**config.mk**
```make
export PLATFORM = sky130hd
export DESIGN_NAME = lanes_serializer
export DESIGN_NICKNAME = d
export VERILOG_FILES = /design/src/rtl/lanes_serializer.sv
export SDC_FILE = /design/constraint.sdc
export NUM_CORES = 1
export LEC_CHECK = 0
export CAP_MARGIN = 5
export CORE_ASPECT_RATIO = 1.2
export CORE_MARGIN = 4
export CORE_UTILIZATION = 46
export DETAILED_ROUTE_END_ITERATION = 12
export GPL_ROUTABILITY_DRIVEN = 0
export PLACE_DENSITY = 0.87
export SYNTH_ARGS = -nofsm -noshare
export SYNTH_HDL_FRONTEND = slang
export SYNTH_SLANG_ARGS = --single-unit
```
**constraint.sdc**
```tcl
create_clock -name clk -period 2.05 [get_ports clk]
set_clock_uncertainty 0.1 [all_clocks]
set_input_delay 0.5125 -clock clk [delete_from_list [all_inputs] [get_ports clk]]
set_output_delay 0.5125 -clock clk [all_outputs]
set_load 0.1 [all_outputs]
```
**src/rtl/lanes_serializer.sv**
```systemverilog
// Two-lane LSB-first serializer paced by a ready/valid handshake. The symbol length
// (8, 132 or 66 bits) is latched from gen_speed at each load and held for the whole symbol.
module lanes_serializer #(
  parameter int WIDTH = 132
) (
  input  logic             clk,
  input  logic             rst,
  input  logic             enable_ser,
  input  logic [1:0]       gen_speed,
  input  logic [WIDTH-1:0] lane_0_tx_parallel,
  input  logic [WIDTH-1:0] lane_1_tx_parallel,
  input  logic             tx_valid,
  output logic             tx_ready,
  output logic             lane_0_tx_ser,
  output logic             lane_1_tx_ser,
  output logic             sym_start,
  output logic             underflow
);

  localparam int CW = $clog2(WIDTH);

  typedef enum logic {IDLE, RUN} state_t;
  typedef enum logic [1:0] {
    GEN4     = 2'b00,
    GEN3     = 2'b01,
    GEN2     = 2'b10,
    GEN_RSVD = 2'b11
  } gen_t;

  state_t           state;
  gen_t             gen_q;
  gen_t             gen_new;
  logic [CW-1:0]    count;
  logic [CW-1:0]    last_q;
  logic [WIDTH-1:0] shift_0;
  logic [WIDTH-1:0] shift_1;
  logic [WIDTH-1:0] load_mask;

  // Index of the final bit of a symbol; the reserved encoding behaves as Gen4.
  function automatic logic [CW-1:0] last_bit(input gen_t g);
    case (g)
      GEN3:    last_bit = CW'(WIDTH - 1);
      GEN2:    last_bit = CW'(65);
      default: last_bit = CW'(7);
    endcase
  endfunction

  function automatic logic [WIDTH-1:0] width_mask(input gen_t g);
    case (g)
      GEN3:    width_mask = '1;
      GEN2:    width_mask = WIDTH'({66{1'b1}});
      default: width_mask = WIDTH'({8{1'b1}});
    endcase
  endfunction

  assign gen_new   = gen_t'(gen_speed);
  assign load_mask = width_mask(gen_new);
  assign last_q    = last_bit(gen_q);

  // Pure register decode, so the upstream encoder may build tx_valid from tx_ready.
  assign tx_ready = (state == RUN) && (count == last_q);

  // NOTE: every register here uses <= so all right-hand sides see pre-edge values;
  // the load path reads tx_ready and the shift registers in the same edge it updates them.
  always_ff @(posedge clk) begin
    if (rst || !enable_ser) begin
      state         <= IDLE;
      gen_q         <= GEN4;
      count         <= '0;
      shift_0       <= '0;
      shift_1       <= '0;
      lane_0_tx_ser <= 1'b0;
      lane_1_tx_ser <= 1'b0;
      sym_start     <= 1'b0;
      underflow     <= 1'b0;
    end else if (state == IDLE) begin
      // Park the counter on the last slot so the first RUN cycle is a load slot.
      state         <= RUN;
      count         <= last_q;
      lane_0_tx_ser <= 1'b0;
      lane_1_tx_ser <= 1'b0;
      sym_start     <= 1'b0;
      underflow     <= 1'b0;
    end else begin
      lane_0_tx_ser <= shift_0[0];
      lane_1_tx_ser <= shift_1[0];
      // count==0 means bit 0 of the freshly loaded word is being sent this edge.
      sym_start     <= (count == '0);
      if (tx_ready) begin
        gen_q     <= gen_new;
        count     <= '0;
        shift_0   <= tx_valid ? (lane_0_tx_parallel & load_mask) : '0;
        shift_1   <= tx_valid ? (lane_1_tx_parallel & load_mask) : '0;
        underflow <= !tx_valid;
      end else begin
        count     <= count + 1'b1;
        shift_0   <= shift_0 >> 1;
        shift_1   <= shift_1 >> 1;
        underflow <= 1'b0;
      end
    end
  end

endmodule

```
==> out/results.ini <==
[outcome]
status = finished, violations left
violations = negative setup slack

[yosys]
ys.flop_type = dfxtp_1
synth_warnings = 0
syn_avg_cell_area_um2 = 12.3
synth_compound_area_share_pct = 22.4
synth_edf_count = 0
synth_top_area_share_pct = 45.6
ys_seq_elements = 279
synth-seq-area-share_pct = 45.6
synth_area_leaders = dfxtp_1, mux2i_1, o2bb2ai_1, o2bb2ai_2, buf_2
syn-instance-count = 998
synth_fp_nets = 1273
synthSimpleGateAreaFrac_pct = 2.80
synth_top_family_by_area = multiplexers
synth_area_leader_cell = dfxtp_1
synthMuxAreaShare_pct = 23.0
synthesis.area_mm2 = 0.0123
synth_cell_types = 41
synthAdderAreaFrac_pct = 0.510
synth-xor-area-share_pct = 0.500
async_flop_share_pct = 0

[timing]
drv_slew = 0
period_share_pct = 130
rsz0062_at_grt = yes
period_needed_ps = 2660
finalHoldViolCount = 0
worst_pin_slew_ps = 768
setup_tns_ps = -128580
setup_slack_ps = -608
max_freq_mhz = 376
setup_viol = 274
relSlewSlack_pct = 48.8

[cells_and_area]
fin_util_pct = 76.8
mostFrequentLayoutCell = dfxtp_1
area_delta_synth_final_pct = 64.5
drive_above_1_share_pct = 34.3
final_cell_mix = dfxtp_1, clkdlybuf4s50_1, mux2i_1, o2bb2ai_2
layout.nets = 1664

[power]
p_per_area_mw_per_mm2 = 604
finalPower_w = 0.0122
ir_drop_uv = 717
leakage_nw = 7.14

[setup_path]
cp-end-kind = output pin
worstSetupStartpointType = flip-flop
path_buf_inv = 2
crit_chain = inv_2 > ha_4 > or3b_4 > a21boi_4 > and3_4 > buf_12
crit_family = simple AND/OR/NAND/NOR gates
critical_path.max_fanout = 2
slowest_stage = or3b_4
path_class = flip-flop to output pin
r2r-start = gen_q[0]
cpPeakStageDelay_ps = 380
crit_path_start = gen_q[0]
cp.required_ps = 1440
critical_path_arrival_ps = 2050

[detailed_routing]
viasPerCell = 5.85
drtIter0Drc = 377
drc = 0
wire_per_inst_um = 26.1
num_vias = 10300
drt-total-wl_um = 45900
drtPass1Iterations = 5
ant_nets = 0

[global_routing]
grt_pass1_wl_um = 66400
grt_start_max_net_pins = 103
antenna_found_initial = 13
track_usage_pct = 29.0
grt_pass1_vias = 11300
grt-ovfl-total = 0

[placed_design]
pre_cts_ws_ps = -386
portBuffers = 274
dp_hpwl_um = 20700

[floorplan]
core_area_mm2 = 0.0263
ios = 275
die_w_um = 157
dieArea_mm2 = 0.0293
floorplan.rows = 65
die_y_um = 187
initial_core_util_pct = 46.7

[cts]
clk_latency_ps = 540
cts_root_buf = clkbuf_16
ctsLongestPathBuffers = 3
cts_made_buffers = 29
cts_tree = built
hold_buffers = 0
h-tree-depth = 1
clkSinkCount = 279
clkTransAtPathRegs_ps = 60

[min_path]
min_from = shift_1[0]
hold_path_class = flip-flop to flip-flop

[run]
maxCapViolCount = 0

logic make-up after synthesis:
logic type / count (synthesis)
muxes: 280
DFF: 279
AOI/OAI and AO/OA: 257
buffers and inverters: 99
and+or+nand+nor: 71
xor gates and xnor gates: 7
adders and majority gates: 5
layout make-up:
type                       instances  area, um2
timing repair buffer             452       6100
fill                            1416       6100
sequential                       279       5590
antenna                           13       32.5
multi-input combinational        620       7060
clock buffer                      43        858
inverter                           7       26.3
tap                              335        419
clock inverter                     9       80.1
worst reg2reg max path, cell delays in order (launching register included):
cell and delay, ps:
dfxtp_2 360, inv_2 50, ha_4 150, or3b_4 380, a21boi_4 180, buf_4 140, buf_6 100, buf_6 100
a31o_4 190, buf_6 110, buf_12 90, buf_4 120, buf_6 110, buf_4 120, buf_12 120, o2bb2ai_4 80
power by group:
group          leakage, nW  internal [W]  switching [W]
Combinational         4.43      0.000897       0.000569
Clock                0.465       0.00301        0.00226
Sequential            2.25       0.00542      0.0000123
Yosys cell counts (2+ instances only):
master and count:
o2bb2ai_1 166, dfxtp_1 279, inv_1 6, o2bb2ai_2 80, mux2_2 16, buf_6 5
nand3_1 5, buf_12 8, and4_1 3, and3_1 6, buf_2 36, nor2_1 7
xor2_1 6, clkbuf_1 27, nor2b_1 2, ha_1 5, buf_1 3, a31o_2 2
mux2i_1 264, a22o_1 2, nand2_1 38, buf_4 12, and2_1 2
metrics by stage:
stage	hold slack [ps]	instance area, um2	std cells
after detailed placement	379	15500	1564
after global routing	421	20200	1758
after floorplan	342	12300	998
after global placement	373	15500	1564
after CTS	395	19800	1736
final	413	20200	1758
repair_timing:
action	CTS	global route
buffers inserted	73	8
pin swaps	7	5
endpoints found under the hold margin	0	0
gates resized for setup	248	43
cloned	51	8
endpoints found under the setup margin	266	274
state kept, by name, indices dropped and copies added, names as in the netlist:
name / cells
shift_0: 132
sym_start: 1
gen_q: 2
underflow: 1
state: 1
lane_0_tx_ser: 1
shift_1: 132
count: 8
lane_1_tx_ser: 1
layer usage:
metal | track usage, % | vias up | part of all wire [%]
met5 | 0 | - | 0
met1 | 31.4 | 5057 | 36
li1 | - | 4632 | -
met3 | 4.35 | 146 | 4.9
met2 | 53.1 | 441 | 54
met4 | 16.1 | 0 | 5.5
final timing paths:
| path | end | slack [ps] | depth (start not counted) |
|---|---|---|---|
| max | tx_ready | -610 | 6 |
| min | lane_1_tx_ser | 410 | 1 |
| max reg2reg | shift_0[113] | -590 | 15 |
| min reg2reg | lane_1_tx_ser | 410 | 1 |
Note: power is estimated with default switching activity, not from simulation.
